`src/rtl/ram_mem_dp_pkg.sv`:
```
// ram_mem_dp_pkg
//   Shared definitions for the dual-port RAM and its clear sequencer:
//   clear-FSM state encoding and the read-during-write mode selectors.
package ram_mem_dp_pkg;

  typedef enum logic [0:0] {
    ST_IDLE  = 1'b0,
    ST_CLEAR = 1'b1
  } clr_state_e;

  localparam int RDW_READ_FIRST  = 0;
  localparam int RDW_WRITE_FIRST = 1;

endpackage

```
`src/rtl/ram_mem_dp_clr_seq.sv`:
```
// ram_mem_dp_clr_seq
//   Clear sequencer: walks every address once, issuing a write strobe per
//   cycle, then returns to IDLE. Starts after reset (CLR_ON_RST) or on clr_i.
// Ports
//   clk_i      clock
//   rst_n_i    asynchronous active-low reset
//   clr_i      start request, honoured only in IDLE
//   busy_o     sweep in progress
//   clr_we_o   sweep write strobe
//   clr_addr_o sweep write address
module ram_mem_dp_clr_seq
  import ram_mem_dp_pkg::*;
#(
  parameter int ADDR_WIDTH = 4,
  parameter int CLR_ON_RST = 1
) (
  input  logic                  clk_i,
  input  logic                  rst_n_i,
  input  logic                  clr_i,
  output logic                  busy_o,
  output logic                  clr_we_o,
  output logic [ADDR_WIDTH-1:0] clr_addr_o
);

  localparam logic [ADDR_WIDTH-1:0] LAST_ADDR = '1;

  clr_state_e            state_q, state_d;
  logic [ADDR_WIDTH-1:0] cnt_q, cnt_d;

  always_ff @(posedge clk_i or negedge rst_n_i) begin
    if (!rst_n_i) begin
      state_q <= (CLR_ON_RST != 0) ? ST_CLEAR : ST_IDLE;
      cnt_q   <= '0;
    end else begin
      state_q <= state_d;
      cnt_q   <= cnt_d;
    end
  end

  always_comb begin
    state_d = state_q;
    cnt_d   = cnt_q;
    case (state_q)
      ST_IDLE: begin
        if (clr_i) begin
          state_d = ST_CLEAR;
          cnt_d   = '0;
        end
      end
      ST_CLEAR: begin
        // Counter wraps back to 0 as the last word is written.
        cnt_d = cnt_q + 1'b1;
        if (cnt_q == LAST_ADDR) state_d = ST_IDLE;
      end
      default: state_d = ST_IDLE;
    endcase
  end

  always_comb begin
    busy_o     = (state_q == ST_CLEAR);
    clr_we_o   = (state_q == ST_CLEAR);
    clr_addr_o = cnt_q;
  end

endmodule

```
`src/rtl/ram_mem_dp.sv`:
```
// ram_mem_dp
//   Simple dual-port synchronous RAM (one write port, one read port, one
//   clock) with byte-lane write enables, selectable read-during-write
//   behaviour, optional output register and a hardware clear sweep.
// Ports
//   CLK       clock, posedge
//   RST_N     asynchronous active-low reset
//   WE        write request           W_ADDR   write address
//   BYTE_EN   per-lane write enable   DATA_IN  write data
//   RE        read request            R_ADDR   read address
//   DATA_OUT  read data               VALID    1-cycle read-data strobe
//   CLR       start clear sweep       BUSY     sweep in progress, ports ignored
module ram_mem_dp
  import ram_mem_dp_pkg::*;
#(
  parameter int               ADDR_WIDTH = 4,
  parameter int               WIDTH      = 8,
  parameter int               BYTE_W     = 8,
  parameter int               RDW_MODE   = RDW_READ_FIRST,
  parameter int               OUT_REG    = 0,
  parameter int               CLR_ON_RST = 1,
  parameter logic [WIDTH-1:0] INIT_VALUE = '0,
  localparam int              NB         = WIDTH / BYTE_W
) (
  input  logic                  CLK,
  input  logic                  RST_N,
  input  logic                  WE,
  input  logic [ADDR_WIDTH-1:0] W_ADDR,
  input  logic [NB-1:0]         BYTE_EN,
  input  logic [WIDTH-1:0]      DATA_IN,
  input  logic                  RE,
  input  logic [ADDR_WIDTH-1:0] R_ADDR,
  output logic [WIDTH-1:0]      DATA_OUT,
  output logic                  VALID,
  input  logic                  CLR,
  output logic                  BUSY
);

  localparam int DEPTH = 2 ** ADDR_WIDTH;

  function automatic logic [WIDTH-1:0] lane_merge(input logic [WIDTH-1:0] old_w,
                                                  input logic [WIDTH-1:0] new_w,
                                                  input logic [NB-1:0]    be);
    logic [WIDTH-1:0] res;
    res = old_w;
    for (int i = 0; i < NB; i++) begin
      if (be[i]) res[i*BYTE_W +: BYTE_W] = new_w[i*BYTE_W +: BYTE_W];
    end
    return res;
  endfunction

  logic                  clr_we;
  logic [ADDR_WIDTH-1:0] clr_addr;

  ram_mem_dp_clr_seq #(
    .ADDR_WIDTH (ADDR_WIDTH),
    .CLR_ON_RST (CLR_ON_RST)
  ) u_clr_seq (
    .clk_i      (CLK),
    .rst_n_i    (RST_N),
    .clr_i      (CLR),
    .busy_o     (BUSY),
    .clr_we_o   (clr_we),
    .clr_addr_o (clr_addr)
  );

  logic [WIDTH-1:0] mem_q [DEPTH];

  // A CLR request in IDLE wins over any user access in the same cycle.
  logic             accept_d, user_we_d, user_re_d, bypass_d;
  logic [WIDTH-1:0] wr_word_d, rd_word_d;

  always_comb begin
    accept_d  = !BUSY && !CLR;
    user_we_d = accept_d && WE;
    user_re_d = accept_d && RE;
    wr_word_d = lane_merge(mem_q[W_ADDR], DATA_IN, BYTE_EN);
    bypass_d  = (RDW_MODE == RDW_WRITE_FIRST) && user_we_d && (W_ADDR == R_ADDR);
    rd_word_d = bypass_d ? lane_merge(mem_q[R_ADDR], DATA_IN, BYTE_EN) : mem_q[R_ADDR];
  end

  // Array contents are deliberately not reset; the clear sweep initialises them.
  always_ff @(posedge CLK) begin
    if (clr_we) begin
      mem_q[clr_addr] <= INIT_VALUE;
    end else if (user_we_d) begin
      mem_q[W_ADDR] <= wr_word_d;
    end
  end

  // ---- stage p1: array read register ----
  logic [WIDTH-1:0] rd_data_p1_q;
  logic             vld_p1_q;

  always_ff @(posedge CLK or negedge RST_N) begin
    if (!RST_N) begin
      rd_data_p1_q <= '0;
      vld_p1_q     <= 1'b0;
    end else begin
      vld_p1_q <= user_re_d;
      if (user_re_d) rd_data_p1_q <= rd_word_d;
    end
  end

  // ---- stage p2: optional output register ----
  generate
    if (OUT_REG != 0) begin : g_out_reg
      logic [WIDTH-1:0] rd_data_p2_q;
      logic             vld_p2_q;

      always_ff @(posedge CLK or negedge RST_N) begin
        if (!RST_N) begin
          rd_data_p2_q <= '0;
          vld_p2_q     <= 1'b0;
        end else begin
          vld_p2_q <= vld_p1_q;
          if (vld_p1_q) rd_data_p2_q <= rd_data_p1_q;
        end
      end

      assign DATA_OUT = rd_data_p2_q;
      assign VALID    = vld_p2_q;
    end else begin : g_no_out_reg
      assign DATA_OUT = rd_data_p1_q;
      assign VALID    = vld_p1_q;
    end
  endgenerate

endmodule

```
`config.mk`:
```
export PLATFORM = sky130hd
export DESIGN_NAME = ram_mem_dp
export DESIGN_NICKNAME = d
export VERILOG_FILES = /design/src/rtl/ram_mem_dp_pkg.sv /design/src/rtl/ram_mem_dp_clr_seq.sv /design/src/rtl/ram_mem_dp.sv
export SDC_FILE = /design/constraint.sdc
export NUM_CORES = 1
export LEC_CHECK = 0
export ABC_AREA = 1
export BUFFER_PORTS_ARGS = -buffer_cell sky130_fd_sc_hd__buf_2
export CAP_MARGIN = 5
export CORE_MARGIN = 2
export CORE_UTILIZATION = 55
export DETAILED_ROUTE_END_ITERATION = 6
export PLACE_DENSITY_LB_ADDON = 0.3
export SLEW_MARGIN = 20
export SYNTH_ARGS = -nofsm -noshare
export SYNTH_HDL_FRONTEND = slang
export SYNTH_SLANG_ARGS = --single-unit
```
`constraint.sdc`:
```
create_clock -name CLK -period 3.65 [get_ports CLK]
set_clock_uncertainty 0.2 [all_clocks]
set_input_delay 0 -clock CLK [delete_from_list [all_inputs] [get_ports CLK]]
set_output_delay 0 -clock CLK [all_outputs]
set_load 0.03 [all_outputs]
```
==> results of run 1 <==
==> worst paths after layout <==
path	start	depth (start not counted)	slack (ns)	endpoint
worst min-delay path	WE	3	0.03	mem_q[0][2]
max in group asynchronous	RST_N	3	2.47	DATA_OUT[0]
min in group asynchronous	RST_N	3	0.36	DATA_OUT[6]
worst min register to register	DATA_OUT[3]	2	0.27	DATA_OUT[3]
worst max-delay path	R_ADDR[1]	12	0.28	DATA_OUT[5]
worst max register to register	u_clr_seq.busy_o	6	0.59	mem_q[0][1]
==> cell families after synthesis <==
kind of cell,share of synthesized area (%)
and+or+nand+nor,24.2
AOI/OAI and AO/OA,0.890
xor gates and xnor gates,0.297
adders and majority gates,0.212
buffers and inverters,3.37
DFF,71.0
==> per-stage QoR <==
stage | utilization, % | setup WS [ns]
floorplan | - | 1.29
global placement | 59.7 | 1.24
detailed placement | 59.7 | 1.11
CTS | 68.0 | 0.336
global route | 68.0 | 0.0709
finish | 68.0 | 0.275
==> placed cells by master, fill, tap and decap left out, types with 2 or more instances in the layout <==
| cell type | instances |
|---|---|
| buf_2 | 31 |
| nand2_1 | 208 |
| nor3_1 | 2 |
| o21ai_0 | 2 |
| nor3_2 | 2 |
| buf_4 | 9 |
| nor2_1 | 20 |
| clkbuf_16 | 16 |
| o21ai_1 | 4 |
| inv_1 | 22 |
| bufinv_16 | 4 |
| clkbuf_8 | 3 |
| dlygate4sd3_1 | 24 |
| clkbuf_1 | 4 |
| dfrtp_1 | 13 |
| edfxtp_1 | 128 |
| clkinv_4 | 4 |
| nand3_1 | 101 |
| clkinv_2 | 2 |
==> flip-flops by register name, indices dropped and copies added, names as in the netlist <==
signal and flops:
u_clr_seq.clr_addr_o 4, VALID 1, u_clr_seq.busy_o 1, DATA_OUT 8, mem_q 128
==> critical path, cell delays in order <==
cell and delay (ns):
buf_2 0.54, inv_1 0.69, nand3_1 0.28, nand3_1 0.16
nand2_1 0.10, nand2_1 0.05, dlygate4sd3_1 0.56, nand2_1 0.06
nand2_1 0.05, dlygate4sd3_1 0.55, nand2_1 0.05, dlygate4sd3_1 0.53
==> synthesized netlist by cell type (2+ instances only) <==
cell type / instances
buf_2: 12
nor3_1: 2
nor2_1: 21
nand2_1: 208
inv_1: 22
buf_1: 3
dfrtp_1: 13
edfxtp_1: 128
nor3_2: 2
nand3_1: 101
o21ai_1: 4
o21ai_0: 2
clkbuf_1: 10
==> power by group <==
part	total [W]	internal (W)	switching, W
logic	0.000869	0.000258	0.000612
clock network	0.00180	0.00115	0.000652
registers	0.00226	0.00214	0.000122
total	0.00494	0.00355	0.00139
==> area by class of cell <==
type	count	area (sq um)	area share, %
Sequential cell	142	4200	59.5
Multi-Input combinational cell	349	1520	21.5
Timing Repair Buffer	64	463	6.56
Clock buffer	23	457	6.48
Tap cell	136	170	2.41
Clock inverter	9	160	2.27
Inverter	24	91.3	1.30
==> metal layers <==
metal | up-vias | GRT usage (%) | part of all wire [%]
li1 | 1954 | - | -
met5 | - | 0 | 0
met2 | 208 | 40.6 | 48
met4 | 0 | 13.5 | 3.5
met3 | 38 | 5.81 | 7.9
met1 | 1948 | 35.2 | 40
==> repair_timing <==
item,CTS,global route
gates resized for setup,0,0
endpoints found under the hold margin,224,0
hold buffers,24,0
==> results.md, run 1 <==
- Setup TNS: 0 ns
- Worst hold margin: ~0.025 ns
- Gr usage total: about a quarter
- Syn Area/Cell: about 11 sq um
- # Max-Cap Violations: 0
- Tcrit/Tclk final: roughly 90%
- Crit path capture type: flip-flop
- Final Hold Fails: 0
- CTS buffer count: 17
- Placed Cells incl. Taps: 691
- CP Max Fanout: 33
- Clock sinks: approximately 140
- IO Pins: 32
- Maximum root-to-sink buffer count: 2
- Synth warn: 0
- Initial Utilization: ~57%
- Cell Count, Final, Fillers Out: around 750
- Hold Crit Class: input pin to flip-flop
- Number of H-tree levels: 4
- CTS root buf: clkbuf_8
- Global-route wire length before repair: ~22,000 um
- Ys async rst share: approximately 9.9%
- WP data required: 3.92 ns
- Synthesized instance count: 540
- Power, Total: around 0.0049 W
- Gr ovfl total: 0
- CTS tree: yes
- Vias/cell: between 5 and 6
- Worst vdd ir: slightly above 400 uV
- Final setup vio count: 0
- Share of cells above drive strength 1: about 13%
- Core Region: a little over 10,000 sq um
- Placed Area: around 6200 sq um
- Rel. slew slack: between 20 and 30%
- Clk slew on worst S/H paths: around 0.060 ns
- Yosys reg bits: 142
- Initial antenna violation count: 0
- Slew Limit Fails: 0
- Netlist cell types: 25
- Fillers: between 700 and 800
- Synth Cell Area: between 5000 and 6000 sq um
- Dpl hpwl: ~8700 um
- Worst Tran Pin Value: around 1.1 ns
- PD cells: 700 nW/um^2
- Row count: 37
- Die X: 108 um
- # nets final: ~620
- Final WL: 14,000 um
- Unrepaired setup endpoints after global routing: no
- FMAX: between 0.2 and 0.3 GHz
- Area delta synth->final: 19.4%
- Die Y: between 100 and 150 um
- Drc violations: 0
- Final antenna-violating net count: 0
- Largest net degree at the start of global routing: 65
- LEAKAGE: 2.87 nW
- Post-layout min period: between 3 and 4 ns
- Initial DRC count: ~400
- Clk_lat worst skew: about 0.53 ns
- Worst setup SP type: input pin
- Sequential area share after synthesis: between 70% and 80%
- GP Congestion: a little under 1
- Synth top area cells: edfxtp_1 65%, nand2_1 13%, nand3_1 8.6%
- Status: finished, final reports clean
- Antenna Cells: 0
- Routed vias: 4,148
- Area leader, netlist: edfxtp_1
- First-pass iteration count of the detailed router: 7
- Cell area after layout: 7050 sq um
- Die area: between 10,000 and 15,000 sq um
- WL/cell: approximately 19 um
- Synth top area share: between 60 and 70%
- Worst Path Arrival: 3.64 ns
- Number of global-route vias before repair: ~4.1k
- Most used flip-flop cell after synthesis: edfxtp_1
- Post-synth EDFFs: approximately 130
- PortBufs: 31
- Syn Nets: ~560
- Crit path kind: input pin to flip-flop
- Total setup buffers inserted after CTS: 0
(Power assumes the default switching activity.)
==> inputs of run 2 (changes only) <==
clock period = 4.36 ns   (was 3.65 ns; I/O delays follow)
==> run 2 against run 1 <==
Effect of this change:
- critical endpoint is now DATA_OUT[3]
- worst setup slack improved by 0.24 ns
- global-route usage down 0.50 points
- sequential power is 16% lower
- routed wire length decreased by 1.0%
- flip-flop and latch count stayed put
- cell count is 0.27% lower
- clock power down 13%
- hold slack got worse by 0.0061 ns
- via count is 1.4% higher
- cell area rose by 0.30%
- critical path depth is 1 higher
==> results.md, run 2 (synthesis results as in run 1) <==
- Routed vias: between 4k and 5k
- Area delta synth->final: 19.7%
- Busiest grt layer: met2
- Hold Crit Class: input pin to flip-flop
- Slowest CP cell: inv_1
- Commonest non-fill, non-tap cells in the layout: 208 x nand2_1, 128 x edfxtp_1, 101 x nand3_1
- Vias/cell: between 5 and 6
- GR Util met3: under 10%
- Initial antenna violation count: 0
- Tcrit/Tclk final: 88.2%
- Maximum root-to-sink buffer count: 2
- Initial Utilization: 57.0%
- Initial DRC count: between 400 and 500
- Die area: around 12,000 sq um
- Worst setup SP type: input pin
- Worst Tran Pin Value: around 1.1 ns
- Crit-path max cell delay: around 0.7 ns
- Number of global-route vias before repair: ~4.0k
- Final setup vio count: 0
- CP Max Fanout: 33
- Final Hold Fails: 0
- GR Util met2: a little over 40%
- Worst Path Arrival: 4.11 ns
- CP Cell Sequence: buf_2, inv_1, nand3_1, nand3_1, nand2_1, nand2_1, dlygate4sd3_1, nand2_1, dlygate4sd3_1, nand2_1, dlygate4sd3_1, nand2_1, dlygate4sd3_1
- Status: finished, final reports clean
- Crit path capture type: flip-flop
- Rel. slew slack: about 27%
- Total setup buffers inserted after CTS: 0
- Storage cell area: 4200 sq um
- # nets final: between 600 and 700
- IO Pins: 32
- WL/cell: ~19 um
- CP most frequent cell: nand2_1
- Top reg by flops: mem_q
- LEAKAGE: 2.88 nW
- Die Y: about 110 um
- Cell Count, Final, Fillers Out: between 700 and 800
- # Max-Cap Violations: 0
- Setup TNS: 0 ns
- Met1 Use GR: between 30 and 40%
- Largest net degree at the start of global routing: 65
- Antenna Cells: 0
- Area of the multi-input gates: approximately 1500 sq um
- Final WL: around 14,000 um
- CTS buffer count: 17
- Crit path kind: input pin to flip-flop
- Clk_lat worst skew: approximately 0.53 ns
- Drc violations: 0
- Placed Cells incl. Taps: 688
- Gr usage total: 25.8%
- PD cells: 594 nW/um^2
- Number of H-tree levels: 4
- Gr ovfl total: 0
- Unrepaired setup endpoints after global routing: no
- Final antenna-violating net count: 0
- Number of flip-flops under the largest register name: approximately 130
- Global-route wire length before repair: roughly 21,000 um
- First-pass iteration count of the detailed router: 5
- Clk slew on worst S/H paths: 0.06 ns
- Post-layout min period: between 3 and 4 ns
- Core Region: 10,400 sq um
- GP Congestion: just under 0.9
- FMAX: between 0.2 and 0.3 GHz
- Slew Limit Fails: 0
- Worst hold margin: roughly 0.019 ns
- Most common cell after layout, fill and taps aside: nand2_1
- Dpl hpwl: 8190 um
- Row count: 37
- Clock sinks: between 100 and 150
- CTS tree: yes
- Share of cells above drive strength 1: roughly an eighth
- Worst vdd ir: 399 uV
- Post-CTS Resized: 0
- Fillers: 730
- WP data required: around 4.6 ns
- PortBufs: 31
- CTS root buf: clkbuf_8
- Die X: 108 um
-- run 2: cell type report --
class | instances | share of cell area, %
multi-input cells | 349 | 21.5
clock inverters | 10 | 2.62
clock buffers | 22 | 6.55
well taps | 136 | 2.41
repair buffers | 62 | 6.37
inverters | 24 | 1.29
flip-flops and latches | 142 | 59.3
-- run 2: critical path, delay by kind of cell --
family / cells / cell delay, ns
buf+inv: 6 / 3.42
simple gates: 7 / 0.68
-- run 2: path summary, 6_finish.rpt --
kind / start / to / slack (ns) / cells past startpoint
max reg2reg: mem_q[12][3] / DATA_OUT[3] / 0.90 / 12
min reg2reg: DATA_OUT[4] / DATA_OUT[4] / 0.28 / 2
max: R_ADDR[1] / DATA_OUT[3] / 0.51 / 13
min in group asynchronous: RST_N / DATA_OUT[6] / 0.36 / 3
max in group asynchronous: RST_N / DATA_OUT[0] / 3.18 / 3
min: BYTE_EN / mem_q[1][1] / 0.02 / 3
-- run 2: per-layer routing --
| layer | wire length, um | share of wire, % | vias to the layer above |
|---|---|---|---|
| met5 | 0 | 0 | - |
| met4 | 428 | 3.1 | 0 |
| met3 | 1110 | 8.0 | 30 |
| met2 | 6930 | 50 | 200 |
| met1 | 5420 | 39 | 2022 |
| li1 | - | - | 1953 |
-- run 2: repair_timing --
action	CTS	global route
hold buffers	25	0
endpoints found under the hold margin	204	0
setup endpoints to repair	0	0
-- run 2: power breakdown --
part	internal, W	total, W	switching [W]
clock	0.00103	0.00157	0.000539
sequential	0.00179	0.00189	0.0000974
combinational	0.000207	0.000735	0.000528
-- run 2: stage by stage --
| stage | power [W] | utilization (%) | worst slack (ns) | instance area (sq um) |
|---|---|---|---|---|
| finish | 0.00420 | 68.2 | 0.513 | 7070 |
| global route | 0.00435 | 68.2 | 0.329 | 7070 |
| CTS | 0.00419 | 68.1 | 0.536 | 7070 |
| detailed placement | 0.00260 | 59.5 | 1.56 | 6170 |
| global placement | 0.00257 | 59.5 | 1.77 | 6170 |
| floorplan | 0.00238 | - | 2.00 | 5910 |
